`src/rtl/mult_div_unit.sv`:
```
`default_nettype none
// ============================================================================
// Module      : mult_div_unit
// Description : Iterative multiply/divide engine for the multi-cycle MIPS
//               datapath. It performs a radix-2 shift-add multiply or a
//               restoring divide on unsigned magnitudes over WIDTH cycles,
//               then applies sign correction. The 2*WIDTH result is
//               presented as Lo/Hi halves, and a one-cycle done pulse is
//               raised when the result is ready.
// Revision    : 1.0 - initial release
// ----------------------------------------------------------------------------
// Parameters
//   WIDTH          operand width (result is 2*WIDTH, split into Lo/Hi)
// Ports
//   CLK            in   clock, rising edge
//   RST            in   synchronous active-high reset
//   Operand1       in   multiplicand / dividend (rs)
//   Operand2       in   multiplier / divisor (rt)
//   mult_start     in   start a multiply (sampled only in IDLE, wins ties)
//   div_start      in   start a divide (sampled only in IDLE)
//   md_signed      in   1 = MULT/DIV, 0 = MULTU/DIVU
//   Lo_Out         out  product low half or quotient
//   Hi_Out         out  product high half or remainder
//   mult_div_done  out  one-cycle pulse, results valid from this cycle on
//   busy           out  high in every state except IDLE
//   div_by_zero    out  set by the last completed divide with divisor 0
// Configuration
//   MDU_EARLY_OUT_EN  when defined, a multiply with a zero operand or a
//                     divide with a zero divisor skips CALC and goes
//                     straight from IDLE to FIX.
// ============================================================================
module mult_div_unit #(
   parameter int WIDTH = 32
) (
   input  logic             CLK,
   input  logic             RST,
   input  logic [WIDTH-1:0] Operand1,
   input  logic [WIDTH-1:0] Operand2,
   input  logic             mult_start,
   input  logic             div_start,
   input  logic             md_signed,
   output logic [WIDTH-1:0] Lo_Out,
   output logic [WIDTH-1:0] Hi_Out,
   output logic             mult_div_done,
   output logic             busy,
   output logic             div_by_zero
);

   localparam int CNT_W = (WIDTH > 1) ? $clog2(WIDTH) : 1;

   localparam logic [1:0] IDLE = 2'd0;
   localparam logic [1:0] CALC = 2'd1;
   localparam logic [1:0] FIX  = 2'd2;
   localparam logic [1:0] DONE = 2'd3;

   logic [1:0]         state;
   logic [1:0]         state_next;

   // Operation context latched at start
   logic               is_div;
   logic               sign_a;
   logic               sign_b;
   logic [WIDTH-1:0]   a_mag;     // multiplicand, or dividend shifting out MSB-first
   logic [WIDTH-1:0]   b_mag;     // multiplier shifting out LSB-first, or divisor
   logic [WIDTH-1:0]   op1_raw;   // untouched Operand1 for the divide-by-zero result
   logic [2*WIDTH-1:0] acc;       // product, or {remainder, quotient}
   logic [CNT_W-1:0]   cnt;

   logic               start;
   logic               early_out;

   // Multiply step
   logic [WIDTH:0]     mul_sum;

   // Divide step
   logic [WIDTH-1:0]   div_shift_lo;
   logic               div_shift_hi;
   logic [WIDTH-1:0]   div_diff;
   logic               div_borrow;
   logic               div_ge;
   logic [WIDTH-1:0]   rem_next;

   // Sign-corrected result
   logic [2*WIDTH-1:0] prod_fixed;
   logic [WIDTH-1:0]   quot;
   logic [WIDTH-1:0]   rem;
   logic [WIDTH-1:0]   fix_lo;
   logic [WIDTH-1:0]   fix_hi;
   logic               fix_dbz;

   assign start = mult_start | div_start;

`ifdef MDU_EARLY_OUT_EN
   always_comb begin
      early_out = 1'b0;
      if (mult_start) begin
         early_out = (Operand1 == '0) || (Operand2 == '0);
      end else if (div_start) begin
         early_out = (Operand2 == '0);
      end
   end
`else
   assign early_out = 1'b0;
`endif

   // -------------------------------------------------------------------------
   // FSM: state register
   // -------------------------------------------------------------------------
   always_ff @(posedge CLK) begin
      if (RST) begin
         state <= IDLE;
      end else begin
         state <= state_next;
      end
   end

   // -------------------------------------------------------------------------
   // FSM: next-state logic
   // -------------------------------------------------------------------------
   always_comb begin
      state_next = state;
      case (state)
         IDLE: begin
            if (start) begin
               state_next = early_out ? FIX : CALC;
            end
         end
         CALC: begin
            if (cnt == '0) begin
               state_next = FIX;
            end
         end
         FIX:     state_next = DONE;
         DONE:    state_next = IDLE;
         default: state_next = IDLE;
      endcase
   end

   // -------------------------------------------------------------------------
   // FSM: outputs
   // -------------------------------------------------------------------------
   always_comb begin
      busy          = (state != IDLE);
      mult_div_done = (state == DONE);
   end

   // -------------------------------------------------------------------------
   // Iteration datapath
   // -------------------------------------------------------------------------
   assign mul_sum = {1'b0, acc[2*WIDTH-1:WIDTH]} +
                    (b_mag[0] ? {1'b0, a_mag} : {(WIDTH+1){1'b0}});

   // The shifted partial remainder is WIDTH+1 bits wide. When its top bit is
   // set it already exceeds any divisor, so the subtraction can be done on the
   // low WIDTH bits and the borrow ignored.
   assign div_shift_hi = acc[2*WIDTH-1];
   assign div_shift_lo = {acc[2*WIDTH-2:WIDTH], a_mag[WIDTH-1]};
   assign {div_borrow, div_diff} = {1'b0, div_shift_lo} - {1'b0, b_mag};
   assign div_ge   = div_shift_hi | ~div_borrow;
   assign rem_next = div_ge ? div_diff : div_shift_lo;

   // -------------------------------------------------------------------------
   // Sign correction / special cases evaluated in FIX
   // -------------------------------------------------------------------------
   always_comb begin
      prod_fixed = (sign_a ^ sign_b) ? -acc : acc;
      quot       = (sign_a ^ sign_b) ? -acc[WIDTH-1:0] : acc[WIDTH-1:0];
      rem        = sign_a ? -acc[2*WIDTH-1:WIDTH] : acc[2*WIDTH-1:WIDTH];
      fix_lo     = prod_fixed[WIDTH-1:0];
      fix_hi     = prod_fixed[2*WIDTH-1:WIDTH];
      fix_dbz    = 1'b0;
      if (is_div) begin
         if (b_mag == '0) begin
            fix_lo  = '1;
            fix_hi  = op1_raw;
            fix_dbz = 1'b1;
         end else begin
            fix_lo = quot;
            fix_hi = rem;
         end
      end
   end

   always_ff @(posedge CLK) begin
      if (RST) begin
         is_div      <= 1'b0;
         sign_a      <= 1'b0;
         sign_b      <= 1'b0;
         a_mag       <= '0;
         b_mag       <= '0;
         op1_raw     <= '0;
         acc         <= '0;
         cnt         <= '0;
         Lo_Out      <= '0;
         Hi_Out      <= '0;
         div_by_zero <= 1'b0;
      end else begin
         case (state)
            IDLE: begin
               if (start) begin
                  // Multiply has priority over a simultaneous divide request
                  is_div  <= ~mult_start;
                  sign_a  <= md_signed & Operand1[WIDTH-1];
                  sign_b  <= md_signed & Operand2[WIDTH-1];
                  a_mag   <= (md_signed & Operand1[WIDTH-1]) ? -Operand1 : Operand1;
                  b_mag   <= (md_signed & Operand2[WIDTH-1]) ? -Operand2 : Operand2;
                  op1_raw <= Operand1;
                  acc     <= '0;
                  cnt     <= CNT_W'(WIDTH-1);
               end
            end
            CALC: begin
               cnt <= cnt - 1'b1;
               if (!is_div) begin
                  // Add-then-shift: carry and high half move right one place,
                  // consumed multiplier bits are replaced by product bits.
                  acc   <= {mul_sum, acc[WIDTH-1:1]};
                  b_mag <= b_mag >> 1;
               end else begin
                  acc   <= {rem_next, acc[WIDTH-2:0], div_ge};
                  a_mag <= a_mag << 1;
               end
            end
            FIX: begin
               Lo_Out      <= fix_lo;
               Hi_Out      <= fix_hi;
               div_by_zero <= fix_dbz;
            end
            default: ;
         endcase
      end
   end

endmodule
`default_nettype wire

```
`config.mk`:
```
export PLATFORM = sky130hd
export DESIGN_NAME = mult_div_unit
export DESIGN_NICKNAME = d
export VERILOG_FILES = /design/src/rtl/mult_div_unit.sv
export SDC_FILE = /design/constraint.sdc
export NUM_CORES = 1
export LEC_CHECK = 0
export ABC_AREA = 1
export BUFFER_PORTS_ARGS = -buffer_cell sky130_fd_sc_hd__buf_2
export CORE_MARGIN = 5
export CORE_UTILIZATION = 50
export DETAILED_ROUTE_END_ITERATION = 7
export HOLD_SLACK_MARGIN = 0.03
export PLACE_DENSITY = 0.68
export SLEW_MARGIN = 20
export SYNTH_ARGS = -nofsm -noshare
export SYNTH_HDL_FRONTEND = slang
export SYNTH_SLANG_ARGS = --single-unit
```
`constraint.sdc`:
```
create_clock -name CLK -period 4.3 [get_ports CLK]
set_input_delay 0.215 -clock CLK [delete_from_list [all_inputs] [get_ports CLK]]
set_output_delay 0.215 -clock CLK [all_outputs]
set_load 0.005 [all_outputs]
```
==> summary.md <==
| Metric | Value |
|---|---|
| Status | complete, but fails checks |
| Failing checks | design-rule violations |
| Syn Area/Cell | 5.88 um^2 |
| Hold Fails Final Rpt | 0 |
| Critical Path Slowest Stage Cell | o21ai_0 |
| Synth unique cells | 54 |
| Post-synthesis simple-gate area fraction | 34.4% |
| CP startpoint | b_mag[0] |
| Row Count | 73 |
| P per Cell Area | 802 nW/um^2 |
| WL final | 78900 um |
| Final period util | 81.3% |
| FF-to-FF End | acc[63] |
| Seq/Total Area, Yosys | 23.7% |
| EDFF count, synth | 0 |
| Area Overhead vs Synth | 11.6% |
| Number of remaining DRC errors | 1 |
| Hold Path Class | in2reg |
| CTS tree | done |
| GRT Util Overall | 34.1% |
| Post-Synthesis Cells | 3367 |
| Required @ worst endpoint | 4.80 ns |
| WP depth | 17 |
| Area of the core | 39500 um^2 |
| Design Area, Final | 22100 um^2 |
| Fin. max-slew vios | 0 |
| Final ANT Viol Nets | 0 |
| Post-synthesis register bit count | 235 |
| Rel. slew slack | 28.4% |
| Die X | 209 um |
| H-tree depth | 1 |
| Buf+Inv Stages, Crit Path | 5 |
| Unrepaired setup endpoints after global routing | false |
| Largest stage delay on the critical path | 0.43 ns |
| Longest Clk Path Bufs | 3 |
| Max Fclk | 286 MHz |
| I/O Buffers | 135 |
| Via Count | 23.1k |
| Crit start category | flip-flop |
| Adder-Cell Fraction of Synth Area | 5.00% |
| Hold path depth | 3 |
| Most used flip-flop cell after synthesis | dfxtp_1 |
| Fin nets | 3604 |
| Multi-input logic area | 12700 um^2 |
| Setup crit end | acc[63] |
| Boundary pin count | 136 |
| WS Path Type | reg2reg |
| Largest family of logic cells by synthesized area | simple AND/OR/NAND/NOR gates |
| First-pass GRT wire length | 120000 um |
| 1st-pass router iterations | 8 |
| Setup TNS | 0 ns |
| Mapped cell area | 19800 um^2 |
| Max Cap Violations | 0 |
| R2R Setup Slk | 0.80 ns |
| Ys async rst share | 0% |
| DPL Wire Length | 61700 um |
| CP endpoint kind | flip-flop |
| Layout Skew | 0.0169 ns |
| Post-CTS Setup Bufs | 0 |
| Period minus WS final | 3.50 ns |
| Warnings from Yosys | 0 |
| Antenna violations before repair | 2 |
| Slew @ Worst Pin | 1.07 ns |
| Largest net degree at the start of global routing | 90 |
| Clock root buffer | clkbuf_16 |
| Via/cell ratio | 5.76 |
| FILL cells | 4093 |
| Synth Area in Compound Gates | 20.7% |
| Vias in the first global route | 20.8k |
| Sink Count | 235 |
| CP Data Arrival Time | 4.00 ns |
| Post-place instance area | 20900 um^2 |
| Reg2reg start | b_mag[0] |
| Ratio of cells with drive above 1 in the final layout | 8.54% |
| Total power | 17.7 mW |
| Post-synthesis xor/xnor area fraction | 3.80% |
| Total CTS buffers | 28 |
| Drt wl/cell | 19.7 um |
| Synth Net Count | 3514 |
| Detailed Route Iter0 Violations | 2781 |
| Gr ovfl total | 0 |
| Clk slew on worst S/H paths | 0.06 ns |
| Crit Path Max Fanout | 34 |
| Initial core utilization | 50.2% |
| Mux contribution to synthesized area | 0% |
| Leakage Power | 10.9 nW |
| Die area | 43700 um^2 |
| Cell family with most CP delay | simple AND/OR/NAND/NOR gates |
| Endpoints failing setup | 0 |
| Crit-path cells | buf_4, nand2_1, inv_1, ha_1, inv_1, fa_1, inv_1, nand3_1, nand2_1, inv_1, o21ai_0, nand3_1, nand3_1, nand3b_1, nand2_1, nand2_1, a21oi_1 |
| Clock Latency Late Sink | 0.58 ns |
| RD Place Congestion | 1.07 |
| Peak supply drop | 0.000416 V |
| Worst r2r path cells | 17 |
| Die Ht | 209 um |
| FF/Latch Area | 4710 um^2 |
==> kinds of logic after synthesis <==
kind of cell / Yosys count
and+or+nand+nor: 1616
AOI/OAI and AO/OA: 723
buffers and inverters: 629
xor gates and xnor gates: 86
adders and majority gates: 78
DFF: 235
==> power breakdown <==
group	switching (mW)	internal, mW
registers	0.665	2.95
logic	8.09	3.47
clock network	1.04	1.50
total	9.80	7.92
==> metrics by stage <==
stage / cells / worst slack [ns] / util (%) / hold slack [ns]
after floorplan: 3367 / 1.62 / - / 0.305
after global placement: 3923 / 1.05 / 52.8 / 0.418
after detailed placement: 3923 / 1.01 / 52.8 / 0.429
after CTS: 4001 / 1.00 / 56.0 / 0.0316
after global routing: 4001 / 0.667 / 56.0 / 0.0612
final: 4002 / 0.804 / 56.0 / 0.0509
==> cells in the mapped netlist (6+ instances only) <==
cell / instances / area share (%)
clkbuf_1: 107 / 2.0
nand3_2: 7 / 0.35
nand4_1: 45 / 1.4
inv_2: 13 / 0.25
o21bai_1: 9 / 0.34
dfxtp_1: 235 / 24
o21ai_0: 203 / 5.1
o31ai_1: 7 / 0.27
buf_1: 9 / 0.17
o21ai_2: 6 / 0.27
a211oi_1: 29 / 1.1
nand3b_1: 6 / 0.23
nand2_2: 11 / 0.35
nor3_1: 34 / 0.86
o21ai_1: 23 / 0.58
nor2_4: 7 / 0.40
a22oi_1: 6 / 0.23
inv_1: 465 / 8.8
buf_2: 24 / 0.61
a21oi_1: 336 / 8.5
nor2_1: 314 / 5.9
a221oi_1: 26 / 1.1
nand2_1: 904 / 17
ha_1: 76 / 4.8
a31oi_1: 15 / 0.47
nand3_1: 254 / 6.4
o211ai_1: 26 / 0.99
xor2_1: 81 / 3.6
o221ai_1: 27 / 1.2
nor2_2: 9 / 0.28
==> worst min path at each step <==
stage	slack, ns	startpoint	end
floorplan	0.30	mult_start	is_div
global placement	0.42	mult_start	is_div
detailed placement	0.43	mult_start	is_div
CTS	0.03	Operand2[15]	b_mag[15]
global route	0.06	Operand1[25]	op1_raw[25]
finish	0.05	Operand1[23]	op1_raw[23]
==> worst min-delay path: stages <==
cell	delay, ns
buf_2	0.15
o21ai_0	0.10
a21oi_1	0.11
==> routing by layer <==
metal  up-vias  share of wire [%]  GRT usage [%]
met1     10700                 44           48.6
met2      1060                 43           52.4
met5         -              0.025              0
met4         2                3.8           10.8
met3       156                9.2           5.92
li1      11200                  -              -
==> cell type report <==
class | instances | area share, %
Clock buffer | 37 | 3.46
Tap cell | 525 | 2.97
Antenna cell | 1 | 0.0113
Timing Repair Buffer | 207 | 5.84
Multi-Input combinational cell | 2503 | 57.3
Clock inverter | 12 | 0.911
Inverter | 482 | 8.18
Sequential cell | 235 | 21.3
==> layout by cell type, fill, tap and decap left out, types with 26 or more instances in the layout <==
cell type	count
buf_2	134
o221ai_1	27
a221oi_1	26
o211ai_1	26
nand4_1	45
inv_1	465
nand3_1	254
a21oi_1	335
xor2_1	81
nor2_1	312
clkbuf_16	28
a211oi_1	29
buf_4	44
ha_1	74
o21ai_0	203
nor3_1	34
dfxtp_1	234
dlygate4sd3_1	29
nand2_1	904
==> timing repair <==
item,4_1_cts,5_1_grt
endpoints found under the hold margin,29,0
gates resized for setup,0,0
hold buffers,29,0
==> sequential cells by signal, summed over array words and instances, names as in the netlist <==
signal and flops:
Hi_Out 32, Lo_Out 32, a_mag 32, acc 64
b_mag 32, cnt 5, div_by_zero 1, is_div 1
op1_raw 32, sign_a 1, sign_b 1, state 2
Power figures use the tool's default switching activity.
